--- src/rtl/spi_reg_bridge.sv ---
// SPI mode-0 peripheral that converts rw/addr/data frames into register-bus
// read and write requests; the register block answers with a one-cycle ack.
module spi_reg_bridge #(
  parameter int ADDR_W = 8,
  parameter int DATA_W = 16
) (
  input  logic              clk,
  input  logic              rst,
  input  logic              sclk,
  input  logic              cs,
  input  logic              mosi,
  output logic              miso,
  output logic [ADDR_W-1:0] addr,
  output logic [DATA_W-1:0] wdat,
  output logic              wr,
  output logic              rd,
  input  logic [DATA_W-1:0] rdat,
  input  logic              ack,
  output logic              busy,
  output logic              err
);

  localparam int MAX_W = (ADDR_W > DATA_W) ? ADDR_W : DATA_W;
  localparam int CNT_W = $clog2(MAX_W + 1);
  localparam logic [CNT_W-1:0] ADDR_LAST = CNT_W'(ADDR_W);
  localparam logic [CNT_W-1:0] DATA_LAST = CNT_W'(DATA_W - 1);
  localparam logic [CNT_W-1:0] DATA_END  = CNT_W'(DATA_W);

  typedef enum logic [2:0] {
    S_IDLE, S_CMD, S_RD_REQ, S_RD_DATA, S_WR_DATA, S_WR_REQ, S_DONE
  } state_t;

  state_t             r_state;
  logic               r_sclk_meta, r_sclk_sync, r_sclk_prev;
  logic               r_cs_meta, r_cs_sync, r_cs_prev;
  logic               r_mosi_meta, r_mosi_sync;
  logic [CNT_W-1:0]   r_bit_cnt;
  logic               r_rw;
  logic               r_cs_pend;
  logic [ADDR_W-1:0]  r_addr;
  logic [DATA_W-1:0]  r_wdat;
  logic [DATA_W-1:0]  r_tx;
  logic               r_miso, r_wr, r_rd, r_busy, r_err;

  logic w_sclk_rise, w_sclk_fall, w_cs_fall, w_cs_high, w_req;

  assign w_sclk_rise = r_sclk_sync & ~r_sclk_prev;
  assign w_sclk_fall = ~r_sclk_sync & r_sclk_prev;
  assign w_cs_fall   = ~r_cs_sync & r_cs_prev;
  assign w_cs_high   = r_cs_sync;
  assign w_req       = r_wr | r_rd;

  // NOTE: all sequential state uses non-blocking (<=) so every register samples pre-edge values.
  always_ff @(posedge clk) begin
    if (rst) begin
      r_state     <= S_IDLE;
      r_sclk_meta <= 1'b0;
      r_sclk_sync <= 1'b0;
      r_sclk_prev <= 1'b0;
      r_cs_meta   <= 1'b0;
      r_cs_sync   <= 1'b0;
      r_cs_prev   <= 1'b0;
      r_mosi_meta <= 1'b0;
      r_mosi_sync <= 1'b0;
      r_bit_cnt   <= '0;
      r_rw        <= 1'b0;
      r_cs_pend   <= 1'b0;
      r_addr      <= '0;
      r_wdat      <= '0;
      r_tx        <= '0;
      r_miso      <= 1'b0;
      r_wr        <= 1'b0;
      r_rd        <= 1'b0;
      r_busy      <= 1'b0;
      r_err       <= 1'b0;
    end else begin
      r_sclk_meta <= sclk;
      r_sclk_sync <= r_sclk_meta;
      r_sclk_prev <= r_sclk_sync;
      r_cs_meta   <= cs;
      r_cs_sync   <= r_cs_meta;
      r_cs_prev   <= r_cs_sync;
      r_mosi_meta <= mosi;
      r_mosi_sync <= r_mosi_meta;

      if (w_cs_fall)
        r_busy <= 1'b1;
      else if (w_cs_high && !w_req)
        r_busy <= 1'b0;

      // A request always drops the cycle after its ack, whatever the FSM is doing.
      if (ack && w_req) begin
        r_wr <= 1'b0;
        r_rd <= 1'b0;
      end

      case (r_state)
        S_IDLE: begin
          r_miso    <= 1'b0;
          r_bit_cnt <= '0;
          if (w_cs_high) begin
            r_cs_pend <= 1'b0;
          end else if (w_cs_fall || r_cs_pend) begin
            if (w_req) begin
              r_cs_pend <= 1'b1;
            end else begin
              r_cs_pend <= 1'b0;
              r_state   <= S_CMD;
            end
          end
        end

        S_CMD: begin
          if (w_cs_high) begin
            r_bit_cnt <= '0;
            r_state   <= S_IDLE;
          end else if (w_sclk_rise) begin
            if (r_bit_cnt == '0)
              r_rw <= r_mosi_sync;
            else
              r_addr <= {r_addr[ADDR_W-2:0], r_mosi_sync};
            if (r_bit_cnt == ADDR_LAST) begin
              r_bit_cnt <= '0;
              if (r_rw) begin
                r_state <= S_WR_DATA;
              end else begin
                r_rd    <= 1'b1;
                r_state <= S_RD_REQ;
              end
            end else begin
              r_bit_cnt <= r_bit_cnt + 1'b1;
            end
          end
        end

        S_WR_DATA: begin
          if (w_cs_high) begin
            r_bit_cnt <= '0;
            r_state   <= S_IDLE;
          end else if (w_sclk_rise) begin
            r_wdat <= {r_wdat[DATA_W-2:0], r_mosi_sync};
            if (r_bit_cnt == DATA_LAST) begin
              r_bit_cnt <= '0;
              r_wr      <= 1'b1;
              r_state   <= S_WR_REQ;
            end else begin
              r_bit_cnt <= r_bit_cnt + 1'b1;
            end
          end
        end

        S_WR_REQ: begin
          if (ack)
            r_state <= S_DONE;
        end

        S_RD_REQ: begin
          if (w_cs_high) begin
            r_bit_cnt <= '0;
            r_miso    <= 1'b0;
            r_state   <= S_IDLE;
          end else if (ack) begin
            r_state <= S_RD_DATA;
            if (w_sclk_fall) begin
              r_miso    <= rdat[DATA_W-1];
              r_tx      <= {rdat[DATA_W-2:0], 1'b0};
              r_bit_cnt <= CNT_W'(1);
            end else begin
              r_tx      <= rdat;
              r_bit_cnt <= '0;
            end
          end else if (w_sclk_fall) begin
            // Data was due on this fall but the responder has not answered:
            // flag it and shift out zeros; the late rdat is never captured.
            r_err     <= 1'b1;
            r_miso    <= 1'b0;
            r_tx      <= '0;
            r_bit_cnt <= CNT_W'(1);
            r_state   <= S_RD_DATA;
          end
        end

        S_RD_DATA: begin
          if (w_cs_high) begin
            r_bit_cnt <= '0;
            r_miso    <= 1'b0;
            r_state   <= S_IDLE;
          end else if (w_sclk_fall) begin
            if (r_bit_cnt == DATA_END) begin
              r_miso  <= 1'b0;
              r_state <= S_DONE;
            end else begin
              r_miso    <= r_tx[DATA_W-1];
              r_tx      <= {r_tx[DATA_W-2:0], 1'b0};
              r_bit_cnt <= r_bit_cnt + 1'b1;
            end
          end
        end

        S_DONE: begin
          r_miso <= 1'b0;
          if (w_cs_high) begin
            r_bit_cnt <= '0;
            r_state   <= S_IDLE;
          end
        end

        default: r_state <= S_IDLE;
      endcase
    end
  end

  assign miso = r_miso;
  assign addr = r_addr;
  assign wdat = r_wdat;
  assign wr   = r_wr;
  assign rd   = r_rd;
  assign busy = r_busy;
  assign err  = r_err;

endmodule

--- config.mk ---
export PLATFORM = sky130hd
export DESIGN_NAME = spi_reg_bridge
export DESIGN_NICKNAME = d
export VERILOG_FILES = /design/src/rtl/spi_reg_bridge.sv
export SDC_FILE = /design/constraint.sdc
export NUM_CORES = 1
export LEC_CHECK = 0
export BUFFER_PORTS_ARGS = -buffer_cell sky130_fd_sc_hd__buf_4
export CORE_ASPECT_RATIO = 1.5
export CORE_MARGIN = 2
export CORE_UTILIZATION = 45
export DETAILED_ROUTE_END_ITERATION = 16
export PLACE_DENSITY_LB_ADDON = 0.08
export SLEW_MARGIN = 15
export SYNTH_ARGS = -nofsm -noshare
export SYNTH_HDL_FRONTEND = slang
export SYNTH_SLANG_ARGS = --single-unit
export TNS_END_PERCENT = 30
--- constraint.sdc ---
create_clock -name clk -period 2.2 [get_ports clk]
set_input_delay 0.33 -clock clk [delete_from_list [all_inputs] [get_ports clk]]
set_output_delay 0.33 -clock clk [all_outputs]
set_load 0.005 [all_outputs]
==> results of run 1 <==
[power groups by stage]
stage,clock network [mW],registers (mW),logic [mW]
after floorplan,0,1.29,0.593
after global placement,0,1.32,0.731
after detailed placement,0,1.32,0.744
after CTS,1.04,1.30,0.749
after global routing,1.09,1.31,0.832
final,1.01,1.30,0.748
[synthesized netlist by cell type, types with 3 or more instances]
master,count
nand2b_1,4
mux2i_1,25
nor2_1,42
nor2b_1,13
a21oi_1,34
o21ai_1,12
dfxtp_1,63
a31oi_1,3
o211ai_1,15
clkbuf_1,9
buf_2,13
buf_4,4
ha_1,4
nand3_1,5
nor3_1,4
inv_1,9
nand2_1,63
o21ai_0,11
[registers in the layout, indices dropped and copies added, names as in the netlist]
register	cells
addr	8
busy	1
err	1
miso	1
r_bit_cnt	5
r_cs_meta	1
r_cs_pend	1
r_cs_prev	1
r_cs_sync	1
r_mosi_meta	1
r_mosi_sync	1
r_rw	1
r_sclk_meta	1
r_sclk_prev	1
r_sclk_sync	1
r_state	3
r_tx	16
rd	1
wdat	16
wr	1
[cell type report]
cell class              count  share of cell area
clock inverters             3              0.0115
flip-flops and latches     63               0.342
well taps                  76              0.0258
clock buffers              12              0.0421
multi-input cells         273               0.436
inverters                   9             0.00916
repair buffers             64               0.134
[critical path, stage by stage (launching register included)]
cell     delay [ns]
dfxtp_1        0.38
ha_1           0.21
nand3_1        0.11
inv_1          0.08
ha_1           0.15
inv_1          0.05
a32oi_1        0.22
nand2_1        0.13
a21oi_4        0.20
nand2_1        0.07
a32o_1         0.25
[stage by stage]
stage	hold WS, ns	std cells	worst slack (ns)	total power, mW	utilization
4_1_cts	0.188	500	0.234	3.09	0.564
3_3_place_gp	0.417	485	0.305	2.05	0.534
3_5_place_dp	0.428	485	0.257	2.06	0.534
5_1_grt	0.213	500	0.0445	3.23	0.564
6_report	0.199	500	0.232	3.05	0.564
2_1_floorplan	0.414	373	0.452	1.88	-
[cells in the final DEF, fill, tap and decap left out, types with 3 or more instances in the layout]
master,netlist,layout
clkbuf_8,0,11
nand2b_1,4,4
inv_1,9,9
dfxtp_1,63,63
nor2b_1,13,13
mux2i_1,25,25
nor3_1,4,4
nand2_1,63,63
a31oi_1,3,3
ha_1,4,4
a21oi_1,34,34
nand3_1,5,5
o21ai_1,12,12
o21ai_0,11,11
buf_4,4,63
nor2_1,42,42
o211ai_1,15,15
[layer usage]
layer	track usage	vias up
met5	0	-
met4	0.0916	0
met3	0.0463	12
met2	0.313	57
met1	0.223	1288
li1	-	1375
[final timing paths]
path | start | to | slack (ns) | cells past startpoint
setup reg to reg | r_bit_cnt[0]$_SDFFE_PP0P_ | r_state[0]$_SDFFE_PP0P_ | 0.23 | 10
setup / recovery | r_bit_cnt[0]$_SDFFE_PP0P_ | r_state[0]$_SDFFE_PP0P_ | 0.23 | 10
hold / removal | mosi | r_mosi_meta$_SDFF_PP0_ | 0.20 | 2
hold reg to reg | r_mosi_meta$_SDFF_PP0_ | r_mosi_sync$_SDFF_PP0_ | 0.44 | 1
[logic make-up after synthesis]
| group | after synthesis |
|---|---|
| buffers and inverters | 37 |
| flip-flops | 63 |
| AND/OR/NAND/NOR | 149 |
| adder cells (fa/ha/maj) | 4 |
| multiplexers | 25 |
| AO/OA/AOI/OAI | 95 |
==> run_results.csv, run 1 <==
group,metric,value,unit
final_layout,fillers,627,
die,die_h,105,um
timing,finalSetupTns,0,ns
synthesis,postSynthCellCount,373,
flow_run,max_cap_viol_count,0,
die,initial_core_util,0.466,
synthesis,synth_compound_area_frac,0.202,
cts,numCtsBuffers,9,
final_layout,fin_area,3690,um^2
detailed_routing,met1_length,2.97,mm
synthesis,synthXorXnorAreaFrac,0,
detailed_routing,dr_wl_met2,3.39,mm
setup_path,cp-end-kind,"register",
cts,clockBufferDepth,2,
detailed_routing,route.vias.total,2732,
cts,htree_levels,3,
synthesis,ys_async_sr_fraction,0,
cts,cts_setup_buffers,0,
global_route,grt_start_max_net_pins,47,
synthesis,ys_warn_count,0,
final_layout,ff_latch_area,1260,um^2
final_layout,nets,446,
pwr,comb_power_share,0.245,
detailed_routing,wl_met3,239,um
timing,max_slew.worst_pin.slew,0.505,ns
synthesis,syn_nets,399,
synthesis,yosysUniqueCellTypes,50,
pwr,max-vdd-ir-drop,503,uV
synthesis,synth_top_family_by_area,"simple AND/OR/NAND/NOR gates",
place,port_buffers,50,
setup_path,worstPathMaxFanout,6,
pwr,switchingPower,0.927,mW
final_layout,drive_above_1_share,0.203,
timing,maxClockFrequency,0.508,GHz
detailed_routing,top_layer,"met4",
final_layout,area_growth,21.1,%
synthesis,yosys.area_share.adder,0.0164,
final_layout,multiInputGateArea,1610,um^2
global_route,grt_pass1_wl,11.4,mm
timing,finalMaxSlewViolations,0,
setup_path,arrival,2.20,ns
detailed_routing,wl_per_cell,13.5,um
setup_path,cp.required,2.43,ns
timing,relSlewSlack,0.663,
cts,clk_pin_slew,0.07,ns
cts,clock-root-buffer,"clkbuf_8",
cts,cts_tree,"built",
pwr,seqPwrFrac,0.425,
timing,finalSetupViolations,0,
place,dp_hpwl,4.72,mm
synthesis,synth_flop_cell,"dfxtp_1",
synthesis,seq_area_frac_synth,0.414,
place,place_area,3490,um^2
detailed_routing,postRouteAntennaNets,0,
synthesis,synth_area_leaders,"dfxtp_1, mux2i_1, nand2_1, a21oi_1, nor2_1",
final_layout,diodes,0,
place,place.gp.congestion,0.868,
cts,cts_sinks,63,
synthesis,synthMuxAreaShare,0.0822,
timing,skew,0.00576,ns
synthesis,synth-seq-cells,63,
detailed_routing,drc,0,
pwr,pwr-share-clk,0.330,
cts,cts_resized,0,
global_route,antenna_found_initial,0,
synthesis,synth.largest_area_cell,"dfxtp_1",
die,rows,36,
setup_path,crit_path_start_kind,"register",
hold_path,hold_path.class,"input port to register",
global_route,grt_overflow,0,
pwr,power_density,828,nW/um^2
setup_path,path_class,"register to register",
outcome,outcome,"finished, final reports clean",
timing,fin_crit,1.97,ns
die,core,6530,um^2
pwr,intPower,2.12,mW
cts,clk_latency,0.34,ns
detailed_routing,dr.pass1.iters,4,
synthesis,synth_simple_gate_area_frac,0.227,
cts,cts_hold_buf,0,
synthesis,synth_top_cell_area_share,0.414,
synthesis,syn-cell-area,3040,um^2
timing,hold_violations,0,
die,io_pins,51,
global_route,grt_pass1_vias,2558,
detailed_routing,drt-initial-drc-count,195,
global_route,track_usage,0.189,
die,fp.dieW,71.2,um
synthesis,synth-edff-count,0,
die,die_area,7450,um^2
timing,rsz0062_at_grt,"no",
synthesis,syn_avg_cell_area,8.16,um^2
detailed_routing,via_per_inst,5.46,
pwr,swShare,0.304,
pwr,p_leak,1.45,nW
detailed_routing,wl,6.76,mm
timing,min_period_over_period,0.894,
No activity file was read; power rests on OpenSTA's default activity.
==> run 2: changes to the inputs <==
==> constraint.sdc (replaced) <==
create_clock -name clk -period 2.2 [get_ports clk]
set_input_delay 0.11 -clock clk [delete_from_list [all_inputs] [get_ports clk]]
set_output_delay 0.11 -clock clk [all_outputs]
set_load 0.005 [all_outputs]
==> run_results.csv, run 2 (same netlist as run 1, synthesis figures left out) <==
group,metric,value,unit
outcome,outcome,"finished, final reports clean",
pwr,p_leak,1.45,nW
timing,min_period_over_period,0.886,
timing,fin_crit,1.95,ns
setup_path,crit_path_start_kind,"register",
global_route,grt_pass1_wl,11.6,mm
final_layout,mostFrequentLayoutCells,"nand2_1, dfxtp_1, buf_4",
setup_path,worst-path-buf-inv,2,
die,fp.dieW,71.2,um
cts,cts_setup_buffers,0,
timing,relSlewSlack,0.649,
timing,finalSetupTns,0,ns
timing,hold_violations,0,
hold_path,hold_path_startpoint,"rdat[0]",
detailed_routing,drt-initial-drc-count,133,
detailed_routing,via_per_inst,5.38,
detailed_routing,postRouteAntennaNets,0,
setup_path,r2r-start,"r_bit_cnt[0]$_SDFFE_PP0P_",
final_layout,area_growth,22.2,%
die,initial_core_util,0.466,
setup_path,cp.required,2.44,ns
timing,finalMaxSlewViolations,0,
place,place.gp.congestion,0.865,
global_route,track_usage,0.194,
die,io_pins,51,
setup_path,path_cells,"ha_1, nand3_1, inv_1, ha_1, inv_1, a32oi_1, nand2_1, a21oi_4, nand2_1, a32o_1",
cts,clk_pin_slew,0.07,ns
setup_path,ff2ff_setup_slack,0.25,ns
detailed_routing,drc,0,
setup_path,crit_slowest_cell,"dfxtp_2",
cts,clock-root-buffer,"clkbuf_8",
setup_path,slowest_delay,0.36,ns
global_route,antenna_found_initial,0,
timing,rsz0062_at_grt,"no",
setup_path,path_class,"register to register",
die,die_h,105,um
final_layout,diodes,0,
die,core,6530,um^2
cts,cts_tree,"built",
die,rows,36,
timing,layout_setup_ws,0.251,ns
setup_path,worstPathMaxFanout,6,
final_layout,final_common_cell,"nand2_1",
timing,finalSetupViolations,0,
hold_path,hold_path.class,"input port to register",
setup_path,worstReg2RegEnd,"r_state[0]$_SDFFE_PP0P_",
pwr,power_density,827,nW/um^2
timing,skew,0.00916,ns
place,pre_cts_ws,0.216,ns
timing,max_slew.worst_pin.slew,0.526,ns
cts,cts_sinks,63,
setup_path,arrival,2.19,ns
place,place_area,3480,um^2
hold_path,whs_endpoint,"r_tx[0]$_SDFFE_PP0P_",
detailed_routing,wl_per_cell,13.5,um
detailed_routing,wl,6.78,mm
cts,numCtsBuffers,9,
cts,clk_latency,0.35,ns
final_layout,nets,448,
final_layout,drive_above_1_share,0.206,
place,dp_hpwl,4.65,mm
global_route,grt_pass1_vias,2535,
final_layout,fin_area,3720,um^2
cts,htree_levels,3,
setup_path,cp-end-kind,"register",
global_route,grt_overflow,0,
hold_path,holdPathStages,3,
pwr,max-vdd-ir-drop,419,uV
detailed_routing,route.vias.total,2705,
timing,maxClockFrequency,0.513,GHz
die,die_area,7450,um^2
detailed_routing,dr.pass1.iters,4,
pwr,p_total,3.08,mW
flow_run,max_cap_viol_count,0,
setup_path,r2r.worst_path.cells,10,
place,port_buffers,50,
setup_path,cp_top_family,"compound AO/OA/AOI/OAI gates",
global_route,grt_start_max_net_pins,52,
cts,clockBufferDepth,2,
-- run 2: changes by cell type in the layout (fill, tap and decap cells not counted) --
cell	previous run	this run
clkinv_4	0	2
clkinvlp_4	1	3
buf_4	63	62
clkinv_2	1	0
dfxtp_1	63	62
clkbuf_1	1	0
dlygate4sd3_1	0	3
clkbuf_8	11	10
dfxtp_2	0	1
-- run 2: routing by layer --
layer	part of all wire	GRT usage	vias to the layer above
li1	-	-	1384
met1	0.43	0.218	1267
met2	0.51	0.329	44
met3	0.033	0.0473	10
met4	0.022	0.102	0
met5	0	0	-
-- run 2: report_power, final --
group | internal [mW] | total (mW) | switching (mW)
Clock | 0.557 | 1.03 | 0.472
Sequential | 1.23 | 1.30 | 0.0697
Combinational | 0.322 | 0.750 | 0.428
-- run 2: final cells by class --
type                            instances  area, um^2
Clock buffer                           10         138
Clock inverter                          6        70.1
Fill cell                             632        2810
Inverter                                9        33.8
Multi-Input combinational cell        273        1610
Sequential cell                        63        1260
Tap cell                               76        95.1
Timing Repair Buffer                   66         515
-- run 2: worst max path at each step --
stage                         startpoint                       to  cells past startpoint  slack [ns]
6_report       r_bit_cnt[0]$_SDFFE_PP0P_  r_state[0]$_SDFFE_PP0P_                     10        0.25
3_3_place_gp   r_bit_cnt[0]$_SDFFE_PP0P_  r_state[0]$_SDFFE_PP0P_                     10        0.30
2_1_floorplan  r_bit_cnt[0]$_SDFFE_PP0P_  r_state[0]$_SDFFE_PP0P_                     10        0.45
4_1_cts        r_bit_cnt[0]$_SDFFE_PP0P_  r_state[0]$_SDFFE_PP0P_                     10        0.21
3_5_place_dp   r_bit_cnt[0]$_SDFFE_PP0P_  r_state[0]$_SDFFE_PP0P_                     10        0.22
5_1_grt        r_bit_cnt[0]$_SDFFE_PP0P_  r_state[1]$_SDFFE_PP0P_                     10        0.05
-- run 2: repair_timing --
item,CTS,global route
hold buffers,3,0
endpoints found under the setup margin,0,2
hold endpoints to repair,3,0
gates resized for setup,0,1
-- run 2: tightest hold or removal path, stage by stage --
cell	delay (ns)
buf_4	0.09
a41oi_1	0.08
nor2_1	0.08
-- run 2: through the flow --
step | hold WS (ns) | util | cells
finish | 0.0474 | 0.570 | 503
global route | 0.0435 | 0.570 | 503
CTS | 0.0281 | 0.569 | 503
detailed placement | 0.332 | 0.533 | 484
global placement | 0.324 | 0.533 | 484
floorplan | 0.238 | - | 373
